--- config.mk ---
export PLATFORM = sky130hd
export DESIGN_NAME = spill_splitter_flat
export DESIGN_NICKNAME = d
export VERILOG_FILES = /design/src/rtl/spill_splitter_if.sv /design/src/rtl/spill_splitter.sv /design/src/flat_wrapper.sv
export SDC_FILE = /design/constraint.sdc
export NUM_CORES = 1
export LEC_CHECK = 0
export ABC_AREA = 1
export BUFFER_PORTS_ARGS = -buffer_cell sky130_fd_sc_hd__buf_2
export CORE_AREA = 4 4 652 654
export CTS_CLUSTER_DIAMETER = 50
export DETAILED_ROUTE_END_ITERATION = 10
export DIE_AREA = 0 0 656 658
export PLACE_DENSITY = 0.3
export SYNTH_ARGS = -nofsm -noshare
export SYNTH_HDL_FRONTEND = slang
export SYNTH_SLANG_ARGS = --single-unit
--- constraint.sdc ---
create_clock -name clk -period 9.8 [get_ports clk]
set_clock_uncertainty 0.05 [all_clocks]
set_input_delay 0.98 -clock clk [delete_from_list [all_inputs] [get_ports clk]]
set_output_delay 0.98 -clock clk [all_outputs]
set_load 0.005 [all_outputs]
--- src/rtl/spill_splitter_if.sv ---
// Bundle of the splitter-task input, task re-enqueue output and memory channels.
// The master modport is the spill_splitter's view; slave is the environment's.
interface spill_splitter_if #(
    parameter int TASK_W = 128,
    parameter int DATA_W = 512
);
    logic              in_valid;
    logic              in_ready;
    logic [15:0]       in_coal_id;

    logic              out_valid;
    logic              out_ready;
    logic [TASK_W-1:0] out_task;

    logic              m_arvalid;
    logic              m_arready;
    logic [63:0]       m_araddr;
    logic [7:0]        m_arlen;
    logic [2:0]        m_arsize;

    logic              m_rvalid;
    logic              m_rready;
    logic [DATA_W-1:0] m_rdata;
    logic              m_rlast;

    logic              m_awvalid;
    logic              m_awready;
    logic [63:0]       m_awaddr;
    logic [7:0]        m_awlen;
    logic [2:0]        m_awsize;

    logic              m_wvalid;
    logic              m_wready;
    logic [DATA_W-1:0] m_wdata;
    logic [DATA_W/8-1:0] m_wstrb;
    logic              m_wlast;

    logic              m_bvalid;
    logic              m_bready;

    modport master (
        input  in_valid, in_coal_id, output in_ready,
        output out_valid, out_task, input out_ready,
        output m_arvalid, m_araddr, m_arlen, m_arsize, input m_arready,
        input  m_rvalid, m_rdata, m_rlast, output m_rready,
        output m_awvalid, m_awaddr, m_awlen, m_awsize, input m_awready,
        output m_wvalid, m_wdata, m_wstrb, m_wlast, input m_wready,
        input  m_bvalid, output m_bready
    );

    modport slave (
        output in_valid, in_coal_id, input in_ready,
        input  out_valid, out_task, output out_ready,
        input  m_arvalid, m_araddr, m_arlen, m_arsize, output m_arready,
        output m_rvalid, m_rdata, m_rlast, input m_rready,
        input  m_awvalid, m_awaddr, m_awlen, m_awsize, output m_awready,
        input  m_wvalid, m_wdata, m_wstrb, m_wlast, output m_wready,
        output m_bvalid, input m_bready
    );
endinterface

--- src/rtl/spill_splitter.sv ---
// Drains one spilled splitter slot back onto the task-enqueue path and returns the
// chunk to the shared free stack once its last slot has been drained.
//
// state   | meaning
// IDLE    | waiting for a splitter task (in_ready = start)
// RD_SLOT | issuing the burst read of the slot's spilled tasks
// STREAM  | passing read beats straight through to the task output
// RD_CNT  | reading the chunk's finished-slot counter
// WR_CNT  | writing the incremented (or wrapped) counter
// GRAB    | waiting for the coalescer to release the free-stack lock
// CHECK   | lock taken; splitter wins a simultaneous grab
// RD_PTR  | reading the free-stack pointer
// WR_TOP  | writing the chunk index onto the stack top
// WR_PTR  | writing the decremented stack pointer
// RELEASE | dropping the free-stack lock
module spill_splitter #(
    parameter int TASK_W                  = 128,
    parameter int DATA_W                  = 512,
    parameter int TASKS_PER_SPLITTER      = 8,
    parameter int LOG_SPLITTERS_PER_CHUNK = 2,
    parameter int LOG_CHUNK_BYTES         = 7,
    parameter int STACK_ENTRY_W           = 32
) (
    input  logic              clk,
    input  logic              rstn,
    input  logic              start,
    input  logic [63:0]       cfg_spill_base,
    input  logic [63:0]       cfg_stack_base,
    input  logic [63:0]       cfg_scratch_base,
    input  logic [63:0]       cfg_stack_ptr_addr,
    spill_splitter_if.master  bus,
    output logic              stack_lock_out,
    input  logic              stack_lock_in,
    output logic              err_underflow,
    output logic              busy
);
    localparam int STRB_W      = DATA_W / 8;
    localparam int TASK_SIZE   = $clog2(TASK_W / 8);
    localparam int ENTRY_SHIFT = $clog2(STACK_ENTRY_W / 8);
    localparam logic [15:0] SLOTS_PER_CHUNK = 16'(1 << LOG_SPLITTERS_PER_CHUNK);

    typedef enum logic [3:0] {
        S_IDLE, S_RD_SLOT, S_STREAM, S_RD_CNT, S_WR_CNT, S_GRAB,
        S_CHECK, S_RD_PTR, S_WR_TOP, S_WR_PTR, S_RELEASE
    } state_t;

    state_t      state, state_nxt;
    logic [15:0] coal_id;
    logic [15:0] cnt;
    logic [15:0] ptr;
    logic        ar_done, aw_done, w_done;

    logic [15:0] chunk;
    logic [15:0] cnt_inc;
    logic [15:0] ptr_dec;
    logic        wrap;
    logic        rd_resp;
    logic        wr_resp;
    logic [63:0] slot_addr, cnt_addr, top_addr;

    assign chunk     = coal_id >> LOG_SPLITTERS_PER_CHUNK;
    assign cnt_inc   = cnt + 16'd1;
    assign ptr_dec   = ptr - 16'd1;
    assign wrap      = (cnt_inc == SLOTS_PER_CHUNK);
    assign slot_addr = cfg_spill_base + (64'(coal_id) << LOG_CHUNK_BYTES);
    assign cnt_addr  = cfg_scratch_base + {47'd0, chunk, 1'b0};
    assign top_addr  = cfg_stack_base + (64'(ptr_dec) << ENTRY_SHIFT);
    assign rd_resp   = ar_done && bus.m_rvalid;
    assign wr_resp   = aw_done && w_done && bus.m_bvalid;

    always_ff @(posedge clk or negedge rstn) begin
        if (!rstn) begin
            state <= S_IDLE;
        end else begin
            state <= state_nxt;
        end
    end

    always_comb begin
        state_nxt = state;
        case (state)
            S_IDLE:    if (bus.in_valid && start) state_nxt = S_RD_SLOT;
            S_RD_SLOT: if (bus.m_arready) state_nxt = S_STREAM;
            S_STREAM:  if (bus.m_rvalid && bus.out_ready && bus.m_rlast) state_nxt = S_RD_CNT;
            S_RD_CNT:  if (rd_resp) state_nxt = S_WR_CNT;
            S_WR_CNT:  if (wr_resp) state_nxt = wrap ? S_GRAB : S_IDLE;
            S_GRAB:    if (!stack_lock_in) state_nxt = S_CHECK;
            S_CHECK:   state_nxt = S_RD_PTR;
            S_RD_PTR:  if (rd_resp) state_nxt = (bus.m_rdata[15:0] == 16'd0) ? S_RELEASE : S_WR_TOP;
            S_WR_TOP:  if (wr_resp) state_nxt = S_WR_PTR;
            S_WR_PTR:  if (wr_resp) state_nxt = S_RELEASE;
            S_RELEASE: state_nxt = S_IDLE;
            default:   state_nxt = S_IDLE;
        endcase
    end

    // Narrow accesses are right-justified on the data bus with low-lane strobes.
    always_comb begin
        bus.in_ready  = 1'b0;
        bus.out_valid = 1'b0;
        bus.out_task  = bus.m_rdata[TASK_W-1:0];
        bus.m_rready  = 1'b0;
        bus.m_arvalid = 1'b0;
        bus.m_araddr  = 64'd0;
        bus.m_arlen   = 8'd0;
        bus.m_arsize  = 3'd1;
        bus.m_awvalid = 1'b0;
        bus.m_awaddr  = 64'd0;
        bus.m_awlen   = 8'd0;
        bus.m_awsize  = 3'd1;
        bus.m_wvalid  = 1'b0;
        bus.m_wdata   = '0;
        bus.m_wstrb   = STRB_W'(2'b11);
        bus.m_wlast   = 1'b1;
        busy          = (state != S_IDLE);
        case (state)
            S_IDLE: bus.in_ready = start;
            S_RD_SLOT: begin
                bus.m_arvalid = 1'b1;
                bus.m_araddr  = slot_addr;
                bus.m_arlen   = 8'(TASKS_PER_SPLITTER - 1);
                bus.m_arsize  = 3'(TASK_SIZE);
            end
            S_STREAM: begin
                bus.out_valid = bus.m_rvalid;
                bus.m_rready  = bus.out_ready;
            end
            S_RD_CNT: begin
                bus.m_arvalid = !ar_done;
                bus.m_araddr  = cnt_addr;
                bus.m_rready  = ar_done;
            end
            S_RD_PTR: begin
                bus.m_arvalid = !ar_done;
                bus.m_araddr  = cfg_stack_ptr_addr;
                bus.m_rready  = ar_done;
            end
            S_WR_CNT: begin
                bus.m_awvalid = !aw_done;
                bus.m_wvalid  = !w_done;
                bus.m_awaddr  = cnt_addr;
                bus.m_wdata   = DATA_W'(wrap ? 16'd0 : cnt_inc);
            end
            S_WR_TOP: begin
                bus.m_awvalid = !aw_done;
                bus.m_wvalid  = !w_done;
                bus.m_awaddr  = top_addr;
                bus.m_awsize  = 3'(ENTRY_SHIFT);
                bus.m_wdata   = DATA_W'(chunk);
                bus.m_wstrb   = STRB_W'({(STACK_ENTRY_W / 8){1'b1}});
            end
            S_WR_PTR: begin
                bus.m_awvalid = !aw_done;
                bus.m_wvalid  = !w_done;
                bus.m_awaddr  = cfg_stack_ptr_addr;
                bus.m_wdata   = DATA_W'(ptr_dec);
            end
            default: ;
        endcase
    end

    assign bus.m_bready = 1'b1;

    // Channel-done flags are scoped to a single state visit.
    always_ff @(posedge clk or negedge rstn) begin
        if (!rstn) begin
            ar_done <= 1'b0;
            aw_done <= 1'b0;
            w_done  <= 1'b0;
        end else if (state_nxt != state) begin
            ar_done <= 1'b0;
            aw_done <= 1'b0;
            w_done  <= 1'b0;
        end else begin
            if (bus.m_arvalid && bus.m_arready) ar_done <= 1'b1;
            if (bus.m_awvalid && bus.m_awready) aw_done <= 1'b1;
            if (bus.m_wvalid && bus.m_wready)   w_done  <= 1'b1;
        end
    end

    always_ff @(posedge clk or negedge rstn) begin
        if (!rstn) begin
            coal_id        <= 16'd0;
            cnt            <= 16'd0;
            ptr            <= 16'd0;
            stack_lock_out <= 1'b0;
            err_underflow  <= 1'b0;
        end else begin
            if (state == S_IDLE && bus.in_valid && start) coal_id <= bus.in_coal_id;
            if (state == S_RD_CNT && rd_resp) cnt <= bus.m_rdata[15:0];
            if (state == S_RD_PTR && rd_resp) begin
                ptr <= bus.m_rdata[15:0];
                if (bus.m_rdata[15:0] == 16'd0) err_underflow <= 1'b1;
            end
            if (state == S_GRAB && !stack_lock_in) stack_lock_out <= 1'b1;
            if (state == S_RELEASE) stack_lock_out <= 1'b0;
        end
    end
endmodule
--- src/flat_wrapper.sv ---
// flat-port wrapper written by rule: the top's interface ports become plain ports
module spill_splitter_flat 
#(
    parameter int TASK_W                  = 128,
    parameter int DATA_W                  = 512,
    parameter int TASKS_PER_SPLITTER      = 8,
    parameter int LOG_SPLITTERS_PER_CHUNK = 2,
    parameter int LOG_CHUNK_BYTES         = 7,
    parameter int STACK_ENTRY_W           = 32
)
  (clk, rstn, start, cfg_spill_base, cfg_stack_base, cfg_scratch_base, cfg_stack_ptr_addr, stack_lock_out, stack_lock_in, err_underflow, busy, bus_in_valid, bus_in_coal_id, bus_in_ready, bus_out_valid, bus_out_task, bus_out_ready, bus_m_arvalid, bus_m_araddr, bus_m_arlen, bus_m_arsize, bus_m_arready, bus_m_rvalid, bus_m_rdata, bus_m_rlast, bus_m_rready, bus_m_awvalid, bus_m_awaddr, bus_m_awlen, bus_m_awsize, bus_m_awready, bus_m_wvalid, bus_m_wdata, bus_m_wstrb, bus_m_wlast, bus_m_wready, bus_m_bvalid, bus_m_bready);
  spill_splitter_if #(.TASK_W(TASK_W), .DATA_W(DATA_W)) bus_i ();
  input  logic clk;
  input  logic rstn;
  input  logic start;
  input  logic [63:0] cfg_spill_base;
  input  logic [63:0] cfg_stack_base;
  input  logic [63:0] cfg_scratch_base;
  input  logic [63:0] cfg_stack_ptr_addr;
  output logic stack_lock_out;
  input  logic stack_lock_in;
  output logic err_underflow;
  output logic busy;
  input wire logic [$bits(bus_i.in_valid)-1:0] bus_in_valid;
  input wire logic [$bits(bus_i.in_coal_id)-1:0] bus_in_coal_id;
  output wire logic [$bits(bus_i.in_ready)-1:0] bus_in_ready;
  output wire logic [$bits(bus_i.out_valid)-1:0] bus_out_valid;
  output wire logic [$bits(bus_i.out_task)-1:0] bus_out_task;
  input wire logic [$bits(bus_i.out_ready)-1:0] bus_out_ready;
  output wire logic [$bits(bus_i.m_arvalid)-1:0] bus_m_arvalid;
  output wire logic [$bits(bus_i.m_araddr)-1:0] bus_m_araddr;
  output wire logic [$bits(bus_i.m_arlen)-1:0] bus_m_arlen;
  output wire logic [$bits(bus_i.m_arsize)-1:0] bus_m_arsize;
  input wire logic [$bits(bus_i.m_arready)-1:0] bus_m_arready;
  input wire logic [$bits(bus_i.m_rvalid)-1:0] bus_m_rvalid;
  input wire logic [$bits(bus_i.m_rdata)-1:0] bus_m_rdata;
  input wire logic [$bits(bus_i.m_rlast)-1:0] bus_m_rlast;
  output wire logic [$bits(bus_i.m_rready)-1:0] bus_m_rready;
  output wire logic [$bits(bus_i.m_awvalid)-1:0] bus_m_awvalid;
  output wire logic [$bits(bus_i.m_awaddr)-1:0] bus_m_awaddr;
  output wire logic [$bits(bus_i.m_awlen)-1:0] bus_m_awlen;
  output wire logic [$bits(bus_i.m_awsize)-1:0] bus_m_awsize;
  input wire logic [$bits(bus_i.m_awready)-1:0] bus_m_awready;
  output wire logic [$bits(bus_i.m_wvalid)-1:0] bus_m_wvalid;
  output wire logic [$bits(bus_i.m_wdata)-1:0] bus_m_wdata;
  output wire logic [$bits(bus_i.m_wstrb)-1:0] bus_m_wstrb;
  output wire logic [$bits(bus_i.m_wlast)-1:0] bus_m_wlast;
  input wire logic [$bits(bus_i.m_wready)-1:0] bus_m_wready;
  input wire logic [$bits(bus_i.m_bvalid)-1:0] bus_m_bvalid;
  output wire logic [$bits(bus_i.m_bready)-1:0] bus_m_bready;
  assign bus_i.in_valid = bus_in_valid;
  assign bus_i.in_coal_id = bus_in_coal_id;
  assign bus_in_ready = bus_i.in_ready;
  assign bus_out_valid = bus_i.out_valid;
  assign bus_out_task = bus_i.out_task;
  assign bus_i.out_ready = bus_out_ready;
  assign bus_m_arvalid = bus_i.m_arvalid;
  assign bus_m_araddr = bus_i.m_araddr;
  assign bus_m_arlen = bus_i.m_arlen;
  assign bus_m_arsize = bus_i.m_arsize;
  assign bus_i.m_arready = bus_m_arready;
  assign bus_i.m_rvalid = bus_m_rvalid;
  assign bus_i.m_rdata = bus_m_rdata;
  assign bus_i.m_rlast = bus_m_rlast;
  assign bus_m_rready = bus_i.m_rready;
  assign bus_m_awvalid = bus_i.m_awvalid;
  assign bus_m_awaddr = bus_i.m_awaddr;
  assign bus_m_awlen = bus_i.m_awlen;
  assign bus_m_awsize = bus_i.m_awsize;
  assign bus_i.m_awready = bus_m_awready;
  assign bus_m_wvalid = bus_i.m_wvalid;
  assign bus_m_wdata = bus_i.m_wdata;
  assign bus_m_wstrb = bus_i.m_wstrb;
  assign bus_m_wlast = bus_i.m_wlast;
  assign bus_i.m_wready = bus_m_wready;
  assign bus_i.m_bvalid = bus_m_bvalid;
  assign bus_m_bready = bus_i.m_bready;
  spill_splitter #(.TASK_W(TASK_W), .DATA_W(DATA_W), .TASKS_PER_SPLITTER(TASKS_PER_SPLITTER), .LOG_SPLITTERS_PER_CHUNK(LOG_SPLITTERS_PER_CHUNK), .LOG_CHUNK_BYTES(LOG_CHUNK_BYTES), .STACK_ENTRY_W(STACK_ENTRY_W)) u_core (.clk(clk), .rstn(rstn), .start(start), .cfg_spill_base(cfg_spill_base), .cfg_stack_base(cfg_stack_base), .cfg_scratch_base(cfg_scratch_base), .cfg_stack_ptr_addr(cfg_stack_ptr_addr), .bus(bus_i), .stack_lock_out(stack_lock_out), .stack_lock_in(stack_lock_in), .err_underflow(err_underflow), .busy(busy));
endmodule
==> out/qor.txt <==
Worst Path Buf+Inv -> 6
Period utilization -> 0.665
Area grow syn2layout -> 35.5%
Gate Count Post-Synth -> 3,200
Via count -> 22,100
Largest stage delay, worst path -> 0.51 ns
Total chip power -> 0.00341 W
Critical path class -> register to primary output
CTS HTree Levels -> 3
Static Leak -> 10.3 nW
CTS Root Cell -> clkbuf_16
Crit path DAT -> 5.49 ns
Syn Area/Cell -> 5.86 um^2
CP top delay family -> simple AND/OR/NAND/NOR gates
DRC viols -> 0
Fin. Hold Viols -> 0
Resize count post-CTS -> 0
RSZ-0062 raised after global routing -> no
Die width -> 656 um
Clock tree from TritonCTS -> done
Post-synthesis sequential area ratio -> 0.0760
Status -> finished clean
Slew Limit Fails -> 0
Post-DP Area -> 24,900 um^2
#FFs+latches synth -> 57
Synth Warn # -> 0
Clk slew on worst S/H paths -> 0.07 ns
# IOs -> 1,661
Commonest non-fill, non-tap cells in the layout -> nand2_1, conb_1, buf_2, nand3_1, inv_1
Layout Cells excl Fill -> 9,123
Most common cell after layout, fill and taps aside -> nand2_1
Core box area -> 419,000 um^2
GP Congestion -> 0.897
Vias in the first global route -> 19,100
Async SR Flop Fraction -> 1.00
CP cell instances -> inv_1, ha_1, inv_1, nor2_1, inv_1, nor2_1, nand3_1, nor4_2, nand2_1, xor2_1, inv_1, ha_1, nand2_1, nor2_1, inv_1, o21ai_0, nand2_1, o21ai_0, or2_2, nand3_1, o211ai_1, buf_2
Post-CTS Repair Setup Buffers -> 0
Cts bufs inserted -> 9
Dpl cells -> 9,040
Most used DFF post-synth -> dfrtp_1
Clk sinks -> 57
DRT Wirelength -> 253 mm
Worst IR drop on VDD -> 0.0881 mV
Slowest stage cell, crit path -> o21ai_0
Post-synth EDFFs -> 0
Worst path most repeated cell -> inv_1
Hold Path Class -> register to register
Post-DP HPWL -> 237 mm
Total congestion overflow -> 0
Skew-Pair Late Insertion Delay -> 0.39 ns
Mean routed wirelength per cell -> 27.8 um
FP Rows -> 238
CP Launch Type -> register
Fraction of layout cells with a size suffix above 1 -> 0.184
PD cells -> 134 nW/um^2
Fmax -> 0.153 GHz
Vias per cell -> 2.43
Post-route cell area -> 25,400 um^2
Largest net degree at the start of global routing -> 58
Die height -> 658 um
Final core occ -> 0.0606
Synth Cell Area -> 18,800 um^2
DRT Pass-1 Iters -> 6
Slew margin rel. -> 0.352
Cts hold-fix bufs -> 0
Final ANT Viol Nets -> 0
GR Util All Layers -> 0.112
Total of max-cap violations -> 0
Critical Path RT -> 8.77 ns
Bufs on Longest Clock Path -> 2
Crit path max fanout -> 5
Number of port buffers -> 477
Worst Max-Slew Pin Slew -> 0.963 ns
Die ar. -> 432,000 um^2
Initial drt markers -> 2,067
First-pass GRT wire length -> 294 mm
Netlist cell types -> 63
Setup TNS -> 0 ns
Starting density of the core -> 0.0447
Min Tclk post-route -> 6.52 ns
Worst Setup End Kind -> primary output
Setup-failing EPs final -> 0
Initial antenna violation count -> 208
Final nets -> 4,380
worst min-delay path: cells and delay by family, from the launching register on:
family,cells,cell delay (ns)
flip-flops,1,0.35
AND/OR/NAND/NOR,1,0.05
buffers and inverters,1,0.04
worst paths after layout:
path | startpoint | to | slack [ns] | cells past startpoint
min in group asynchronous | rstn | u_core.err_underflow | 0.76 | 2
min | u_core.err_underflow | u_core.err_underflow | 0.42 | 2
max reg2reg | u_core.state[3] | u_core.w_done | 6.51 | 13
min reg2reg | u_core.err_underflow | u_core.err_underflow | 0.42 | 2
max in group asynchronous | rstn | u_core.cnt[14] | 8.29 | 2
max | u_core.ptr[0] | bus_m_awaddr[44] | 3.28 | 22
sequential cells by signal, summed over array words and instances (netlist names):
| signal | cells |
|---|---|
| u_core.cnt | 16 |
| u_core.coal_id | 16 |
| u_core.ptr | 16 |
| u_core.state | 4 |
| u_core.ar_done | 1 |
| u_core.aw_done | 1 |
| u_core.err_underflow | 1 |
| u_core.stack_lock_out | 1 |
| u_core.w_done | 1 |
area by class of cell:
class                           count  area, um^2
Fill cell                       50100      394000
Multi-Input combinational cell   2624       12700
Tap cell                         5520        6910
Timing Repair Buffer              503        2580
Sequential cell                    57        1430
Inverter                          336        1270
Clock buffer                       11         243
Antenna cell                       67         168
Clock inverter                      5         103
report_power, final:
group	internal [W]	leakage [nW]	switching [W]	total [W]
clock	0.000255	0.166	0.000147	0.000402
sequential	0.000304	0.647	0.000190	0.000494
combinational	0.000626	9.46	0.00188	0.00251
total	0.00119	10.3	0.00222	0.00341
cells by family after synthesis:
family,Yosys count,synth area share
buf+inv,1092,0.361
other cells,2,0.000400
xor+xnor,43,0.0201
flops,57,0.0760
fa+ha+maj,53,0.0366
compound gates,347,0.111
mux,16,0.00960
simple gates,1590,0.386
per-layer routing:
metal	up-vias	GRT usage	wire, um	part of all wire
met2	1436	0.193	121000	0.48
li1	9946	-	-	-
met3	446	0.0936	47800	0.19
met5	-	0	1110	0.0044
met1	10100	0.0981	75300	0.30
met4	168	0.0259	8330	0.033
synthesized netlist by cell type, drive strengths merged, types with 2 or more instances:
cell     instances  area share
buf            726        0.29
nand2          714        0.15
nand3          354       0.096
inv            335       0.067
nor2           270       0.059
o21ai          126       0.034
a21oi          111       0.031
nand4           73       0.025
nor3            72       0.021
dfrtp           57       0.076
ha              50       0.033
or2             44       0.015
o211ai          42       0.017
nor4            34       0.012
xor2            33       0.015
clkbuf          30      0.0060
a21o            25       0.010
nand3b          20      0.0080
mux2            16      0.0096
o221ai          12      0.0056
xnor2           10      0.0047
nor4b            5      0.0027
a31o             4      0.0019
a31oi            4      0.0013
o21bai           4      0.0016
a21boi           3      0.0012
a22oi            3      0.0012
and3             3      0.0010
fa               3      0.0032
o31ai            3      0.0012
conb             2     0.00040
o2111ai          2     0.00093
o21a             2     0.00080
metrics by stage:
stage	setup WS (ns)	hold WS [ns]
floorplan	5.62	0.408
global placement	3.77	0.407
detailed placement	3.75	0.398
CTS	3.29	0.422
global route	2.85	0.461
finish	3.28	0.424
(Power assumes the default switching activity.)
